`src/rtl/calc_sequencer.sv`:
```
// calc_sequencer: button-driven multi-operand calculator.
// The user enters NUM_OPS operands one confirm press at a time. The first
// operand loads the accumulator, and each later operand is folded in with
// the selected operator. The finished value is then held in DONE until a
// clear request arrives.
module calc_sequencer #(
    parameter int WIDTH   = 8,
    parameter int NUM_OPS = 2,
    localparam int IDXW   = (NUM_OPS > 2) ? $clog2(NUM_OPS) : 1
) (
    input  logic             clk,
    input  logic             reset_n,
    input  logic             confirm,
    input  logic             clear,
    input  logic [WIDTH-1:0] operand_in,
    input  logic [1:0]       opcode_in,
    output logic [2:0]       state,
    output logic [IDXW-1:0]  op_idx,
    output logic [WIDTH-1:0] result,
    output logic             result_valid,
    output logic             overflow,
    output logic             busy
);

    typedef enum logic [2:0] {
        IDLE     = 3'd0,
        ENTER    = 3'd1,
        WAIT_REL = 3'd2,
        CALC     = 3'd3,
        DONE     = 3'd4
    } state_t;

    localparam logic [IDXW-1:0] LAST_IDX = IDXW'(NUM_OPS - 1);

    state_t             state_q;
    state_t             state_d;
    logic [WIDTH-1:0]   acc;
    logic [WIDTH-1:0]   acc_d;
    logic               ovf_step;
    logic               armed;
    logic               capture;
    logic               busy_d;
    logic [WIDTH:0]     sum;
    logic [2*WIDTH-1:0] prod;

    assign state = state_q;

    // A press is taken only in ENTER, only once confirm has been seen low
    // since the last capture or restart, and never while clear is pending.
    assign capture = (state_q == ENTER) && confirm && armed && !clear;

    assign sum  = {1'b0, acc} + {1'b0, operand_in};
    assign prod = {{WIDTH{1'b0}}, acc} * {{WIDTH{1'b0}}, operand_in};

    // Next-state selection; clear overrides everything, and unused codes fall back to IDLE.
    always_comb begin
        state_d = IDLE;
        if (!clear) begin
            case (state_q)
                IDLE:     state_d = ENTER;
                ENTER:    state_d = (confirm && armed) ? WAIT_REL : ENTER;
                WAIT_REL: begin
                    if (confirm)
                        state_d = WAIT_REL;
                    else if (op_idx == LAST_IDX)
                        state_d = CALC;
                    else
                        state_d = ENTER;
                end
                CALC:     state_d = DONE;
                DONE:     state_d = DONE;
                default:  state_d = IDLE;
            endcase
        end
    end

    // Accumulator update and per-step overflow detection for the operand being captured.
    always_comb begin
        acc_d    = acc;
        ovf_step = 1'b0;
        if (op_idx == '0) begin
            acc_d = operand_in;
        end else begin
            case (opcode_in)
                2'b00: begin
                    acc_d    = sum[WIDTH-1:0];
                    ovf_step = sum[WIDTH];
                end
                2'b01: begin
                    acc_d    = acc - operand_in;
                    ovf_step = (operand_in > acc);
                end
                2'b10: begin
                    acc_d    = prod[WIDTH-1:0];
                    ovf_step = |prod[2*WIDTH-1:WIDTH];
                end
                default: begin
                    acc_d    = acc ^ operand_in;
                    ovf_step = 1'b0;
                end
            endcase
        end
    end

    // busy is registered from the upcoming state so the output has no combinational decode.
    always_comb begin
        busy_d = (state_d == ENTER) || (state_d == WAIT_REL) || (state_d == CALC);
    end

    // State register.
    always_ff @(posedge clk or negedge reset_n) begin
        if (!reset_n)
            state_q <= IDLE;
        else
            state_q <= state_d;
    end

    // Operand index, accumulator, result holding, and the press-arming flag.
    always_ff @(posedge clk or negedge reset_n) begin
        if (!reset_n) begin
            op_idx       <= '0;
            acc          <= '0;
            result       <= '0;
            result_valid <= 1'b0;
            overflow     <= 1'b0;
            armed        <= 1'b0;
            busy         <= 1'b0;
        end else if (clear) begin
            op_idx       <= '0;
            acc          <= '0;
            result       <= '0;
            result_valid <= 1'b0;
            overflow     <= 1'b0;
            armed        <= 1'b0;
            busy         <= 1'b0;
        end else begin
            busy <= busy_d;
            if (capture) begin
                acc      <= acc_d;
                overflow <= overflow | ovf_step;
                armed    <= 1'b0;
            end else if (!confirm) begin
                armed <= 1'b1;
            end
            if ((state_q == WAIT_REL) && !confirm && (op_idx != LAST_IDX))
                op_idx <= op_idx + IDXW'(1);
            if (state_q == CALC) begin
                result       <= acc;
                result_valid <= 1'b1;
            end
        end
    end

endmodule

```
`config.mk`:
```
export PLATFORM = sky130hd
export DESIGN_NAME = calc_sequencer
export DESIGN_NICKNAME = d
export VERILOG_FILES = /design/src/rtl/calc_sequencer.sv
export SDC_FILE = /design/constraint.sdc
export NUM_CORES = 1
export LEC_CHECK = 0
export BUFFER_PORTS_ARGS = -buffer_cell sky130_fd_sc_hd__buf_2
export CORE_MARGIN = 1
export CORE_UTILIZATION = 26
export DETAILED_ROUTE_END_ITERATION = 7
export GPL_ROUTABILITY_DRIVEN = 0
export GPL_TIMING_DRIVEN = 0
export PLACE_DENSITY = 0.39
export SLEW_MARGIN = 10
export SYNTH_ARGS = -nofsm -noshare
export SYNTH_HDL_FRONTEND = slang
export SYNTH_SLANG_ARGS = --single-unit
```
`constraint.sdc`:
```
create_clock -name clk -period 4.8 [get_ports clk]
set_input_delay 0.48 -clock clk [delete_from_list [all_inputs] [get_ports clk]]
set_output_delay 0.48 -clock clk [all_outputs]
set_load 0.01 [all_outputs]
```
### Word level (Yosys, flattened, before mapping)

Index checks and enable logic that the tools add are counted.

| operators by class | value |
|---|---|
| reduce and logical (&&, ||, !) cells | 17 |
| equality and inequality tests | 10 |
| magnitude comparators | 1 |
| add/subtract/negate cells | 3 |
| multiplexer cells | 23 |
| bitwise logic cells | 3 |
| multiply operators | 1 |

Operators with widths:

| cell | number |
|---|---|
| $mux W8 | 5 |
| $pmux W8 S3 | 1 |
| $mul A8 B8 Y16 | 1 |
| $eq A3 B2 Y1 const B | 4 |
| $pmux W3 S4 | 1 |
| $mux W1 | 11 |
| $add A8 B8 Y9 | 1 |
| $gt A8 B8 Y1 | 1 |
| $reduce_or A8 Y1 | 1 |
| $sub A8 B8 Y8 | 1 |
| $xor A8 B8 Y8 | 1 |
| $eq A3 B1 Y1 const B | 2 |
| $logic_and A1 B1 Y1 | 6 |
| $mux W2 | 3 |
| $reduce_bool A2 Y1 | 3 |
| $eq A3 B3 Y1 const B | 1 |
| $logic_not A3 Y1 | 1 |
| $mux W3 | 1 |
| $ne A3 B1 Y1 const B | 1 |
| $pmux W1 S3 | 1 |
| $eq A2 B1 Y1 const B | 1 |
| $eq A2 B2 Y1 const B | 1 |
| $logic_not A1 Y1 | 2 |
| $logic_not A2 Y1 | 1 |
| 5 further kinds | 6 |

| storage, ports and cells | value |
|---|---|
| output and inout bits | 15 |
| input bits | 14 |
| register bits | 24 |
| logic and storage cells | 66 |

### Depth between registers and ports, before layout

| logic depth | value |
|---|---|
| word-level depth | 8 |
| gate-level depth with buffers | 17 |

### Worst setup path before layout

OpenSTA, ideal clock, no wires.

| timing | value |
|---|---|
| path kind | input-to-reg |
| start point | input port operand_in[7] |
| end point | register overflow |
| stages | 15 |
| arrival | 4695 ps |
| setup slack | -33 ps |
| path through | clkbuf_1 > nand2_1 > fa_1 > fa_1 > fa_1 > fa_1 > inv_1 > ha_1 > a21o_1 > a221oi_2 > xor2_1 > o2111ai_1 > or4_1 > a2111oi_2 > o22ai_1 |

| on the way | value |
|---|---|
| word-level cells in the longest chain between the ends | 7 |
| elaborated cells between the ends (all ways) | 9 |
| classes of those cells | add/sub: 1; mul: 1; order compare: 1; mux: 4; bitwise: 1; reduce/logical: 1 |

Ends and longest elaborated chain:

| element | line | source |
|---|---|---|
| start, declared | 15 | `input logic [WIDTH-1:0] operand_in,` |
| $mul A8 B8 Y16 | 53 | `assign prod = {{WIDTH{1'b0}}, acc} * {{WIDTH{1'b0}}, operand_in};` |
| $reduce_or A8 Y1 | 95 | `ovf_step = \|prod[2*WIDTH-1:WIDTH];` |
| $pmux W1 S3 (*) | 84 | `case (opcode_in)` |
| $mux W1 (*) | 81 | `if (op_idx == '0) begin` |
| $or A1 B1 Y1 (*) | 140 | `overflow <= overflow \| ovf_step;` |
| $mux W1 (*) | 138 | `if (capture) begin` |
| $mux W1 (*) | 128 | `end else if (clear) begin` |
| end signal, assigned | 140 |  |
| end, declared | 21 | `output logic overflow,` |

Mark *: on every way between the ends. The rest lies on a longest branch, timed or not. The select of a mux whose other input is x is not followed.
A chain may end at the register's enable or synchronous reset.

### Worst setup path in the final report

| timing | value |
|---|---|
| start point | register acc[4] |
| end point | register overflow |

| on the way | value |
|---|---|
| word-level cells in the longest chain between the ends | 7 |
| elaborated cells between the ends (all ways) | 9 |
| classes of those cells | add/sub: 1; mul: 1; order compare: 1; mux: 4; bitwise: 1; reduce/logical: 1 |

Ends and longest elaborated chain:

| element | line | source |
|---|---|---|
| start, declared | 37 | `logic [WIDTH-1:0] acc;` |
| start signal, assigned | 122 | `acc <= '0;` |
| start signal, assigned | 130 | `acc <= '0;` |
| start signal, assigned | 139 | `acc <= acc_d;` |
| $mul A8 B8 Y16 | 53 |  |
| $reduce_or A8 Y1 | 95 |  |
| $pmux W1 S3 (*) | 84 |  |
| $mux W1 (*) | 81 |  |
| $or A1 B1 Y1 (*) | 140 |  |
| $mux W1 (*) | 138 |  |
| $mux W1 (*) | 128 |  |

Marks and branches as above.

==> impl_metrics.py <==
metrics = {
    "run_status": {
        "outcome": "finished, violations left",
        "violations": "negative setup slack",
    },
    "logic_synthesis": {
        "ys_ff_latch": 24,
        "synthArstFlopShare_pct": 100,
        "syn_nets": 600,
        "ys_seq_area_share_pct": 14.8,
        "synth_top_flop_cell": "dfrtp_1",
        "synth-edff-count": 0,
        "yosys_warnings": 0,
        "syn_avg_cell_area_um2": 8.18,
        "synth_cells": 496,
        "ys_types": 53,
        "netlist_area_um2": 4060,
    },
    "routing": {
        "drt_iter0_drc": 190,
        "dr.pass1.iters": 5,
        "drc_errors": 0,
        "antenna_left": 0,
        "routed_via_density": 4.94,
        "post_drt_wl_per_cell_um": 16.8,
        "drt_wl_total_um": 12500,
        "via_count": 3664,
    },
    "worst_setup_path": {
        "crit_path_end_kind": "flip-flop",
        "critPathKind": "reg -> reg",
        "path_max_fanout": 4,
        "required_ns": 4.92,
        "startpoint_type": "flip-flop",
        "arrival_ns": 4.93,
    },
    "floorplan": {
        "rows": 45,
        "die_y_um": 127,
        "io_pins": 29,
        "start_util_pct": 26.7,
        "die_area_um2": 16100,
        "die_w_um": 127,
        "core_um2": 15200,
    },
    "place": {
        "placed_area_um2": 4430,
        "dp_cells": 711,
        "dpl.hpwl_um": 9360,
        "portBuffers": 27,
    },
    "final_layout": {
        "register_area_um2": 609,
        "nets": 658,
        "final_cell_mix": "inv_1, nand2_1, ha_1, fa_1, nor2_1",
        "final_core_util_pct": 33.0,
        "syn_to_final_growth_pct": 23.8,
        "stdcell_area_um2": 5020,
        "final_layout_size_suffix_gt1_share_pct": 22.1,
        "final_common_cell": "inv_1",
        "multiInputGateArea_um2": 3320,
        "final_cells": 741,
        "n_antenna_cell": 0,
        "fill_cells": 1663,
    },
    "power_and_ir_drop": {
        "power_density_nw_per_um2": 137,
        "power.total_w": 0.000688,
        "peakVddDrop_mv": 0.118,
        "p_leak_nw": 2.36,
    },
    "clock_tree": {
        "clock_path_buffers": 2,
        "cts_tree": "built",
        "cts.sinks": 24,
        "clock_latency_ns": 0.26,
        "htree_levels": 1,
        "path_clk_slew_ns": 0.06,
        "cts_root_buf": "clkbuf_16",
        "cts_buffers": 3,
    },
    "flow_run": {
        "drv_cap": 0,
    },
    "timing": {
        "rsz0062_at_grt": "yes",
        "finalCriticalPeriod_ns": 4.80,
        "slew_viol_final": 0,
        "skew_ns": 0.00389,
        "fin_tns_setup_ns": -0.00196,
        "fin_crit_sh_pct": 100,
        "fin_ws_ns": -0.00196,
        "worst_pin_slew_ns": 0.873,
        "max_freq_mhz": 208,
        "final-hold-violation-count": 0,
        "slew_headroom_pct": 40.3,
        "finalSetupViolCount": 1,
    },
    "global_routing": {
        "grt_pass1_vias": 3790,
        "grt_start_max_net_pins": 25,
        "antenna_found_initial": 0,
        "grt_pass1_wl_um": 20400,
        "grt_usage_pct": 16.3,
        "grt_overflow_total": 0,
    },
    "hold_path": {
        "hold_path.class": "in -> async",
    },
}
metal layers:
layer  GRT usage (%)  part of all wire [%]  vias to the layer above
met5               0                     0                        -
met4            2.87                   1.7                        0
met1            24.4                    51                     1814
met3            2.45                   3.4                       10
met2            24.9                    44                       63
li1                -                     -                     1777
final cells by class:
type                            instances  share of cell area [%]
Multi-Input combinational cell        372                    66.2
Sequential cell                        24                    12.1
Timing Repair Buffer                   55                    7.20
Inverter                               80                    5.98
Tap cell                              188                    4.68
Buffer                                 18                    2.04
Clock buffer                            4                    1.77
cells by family after synthesis:
logic type	share of synthesized area, %
compound gates	16.5
xor+xnor	2.81
fa+ha+maj	34.8
buf+inv	9.28
flops	14.8
mux	1.79
simple gates	20.0
registers in the layout (all words and copies together), names as in the netlist:
signal,cells
result_valid,1
state,3
result,8
busy,1
overflow,1
armed,1
acc,8
op_idx,1
worst max-delay path, stage by stage (launching register included):
cell       delay (ns)
dfrtp_2          0.43
buf_8            0.14
nand2_4          0.05
fa_1             0.52
fa_1             0.45
fa_1             0.51
fa_1             0.53
inv_2            0.05
ha_4             0.22
buf_4            0.13
a2111o_1         0.37
o21a_1           0.23
a311o_2          0.43
a2111oi_4        0.45
o22ai_1          0.14
worst paths after layout:
| check | from | endpoint | slack (ns) | depth (start not counted) |
|---|---|---|---|---|
| min in group clk | confirm | armed | 0.46 | 2 |
| min | reset_n | acc[1] | 0.20 | 1 |
| max in group asynchronous | reset_n | acc[6] | 4.18 | 1 |
| max reg2reg | acc[4] | overflow | -0.002 | 14 |
| min reg2reg | result_valid | result_valid | 0.51 | 2 |
| max | acc[4] | overflow | -0.002 | 14 |
report_power, final:
part | internal (W) | switching [W] | total, W | leakage, nW
Sequential | 0.000207 | 0.00000774 | 0.000215 | 0.317
Combinational | 0.000113 | 0.000157 | 0.000270 | 2.00
Clock | 0.000128 | 0.0000751 | 0.000203 | 0.0442
timing repair:
action	CTS	global route
setup endpoints to repair	1	1
setup buffers	27	1
gates cloned	0	0
pin swaps	36	12
resized for setup	73	9
hold buffers	0	0
cells in the mapped netlist (3+ instances only):
master	number	area, um2
inv_1	79	297
ha_1	52	651
nand2_1	51	191
fa_1	38	761
nor2_1	29	109
and2_1	26	163
a21oi_1	25	125
dfrtp_1	24	601
clkbuf_1	19	71.3
o21ai_0	19	95.1
nand3_1	13	65.1
nor3_1	12	60.1
nand2b_1	11	68.8
a211oi_1	8	60.1
a31oi_1	7	43.8
xor2_1	7	61.3
a21o_1	6	45.0
and3_1	6	37.5
xnor2_1	6	52.6
mux2i_1	5	50.1
nor2b_1	5	31.3
o211ai_1	5	37.5
a311oi_1	3	26.3
through the flow:
stage	hold slack, ns	setup slack [ns]
after floorplan	0.184	0.0179
after global placement	0.494	-0.846
after detailed placement	0.500	-0.847
after CTS	0.233	-0.0380
after global routing	0.257	-0.126
final	0.204	-0.00196
Power figures use the tool's default switching activity.
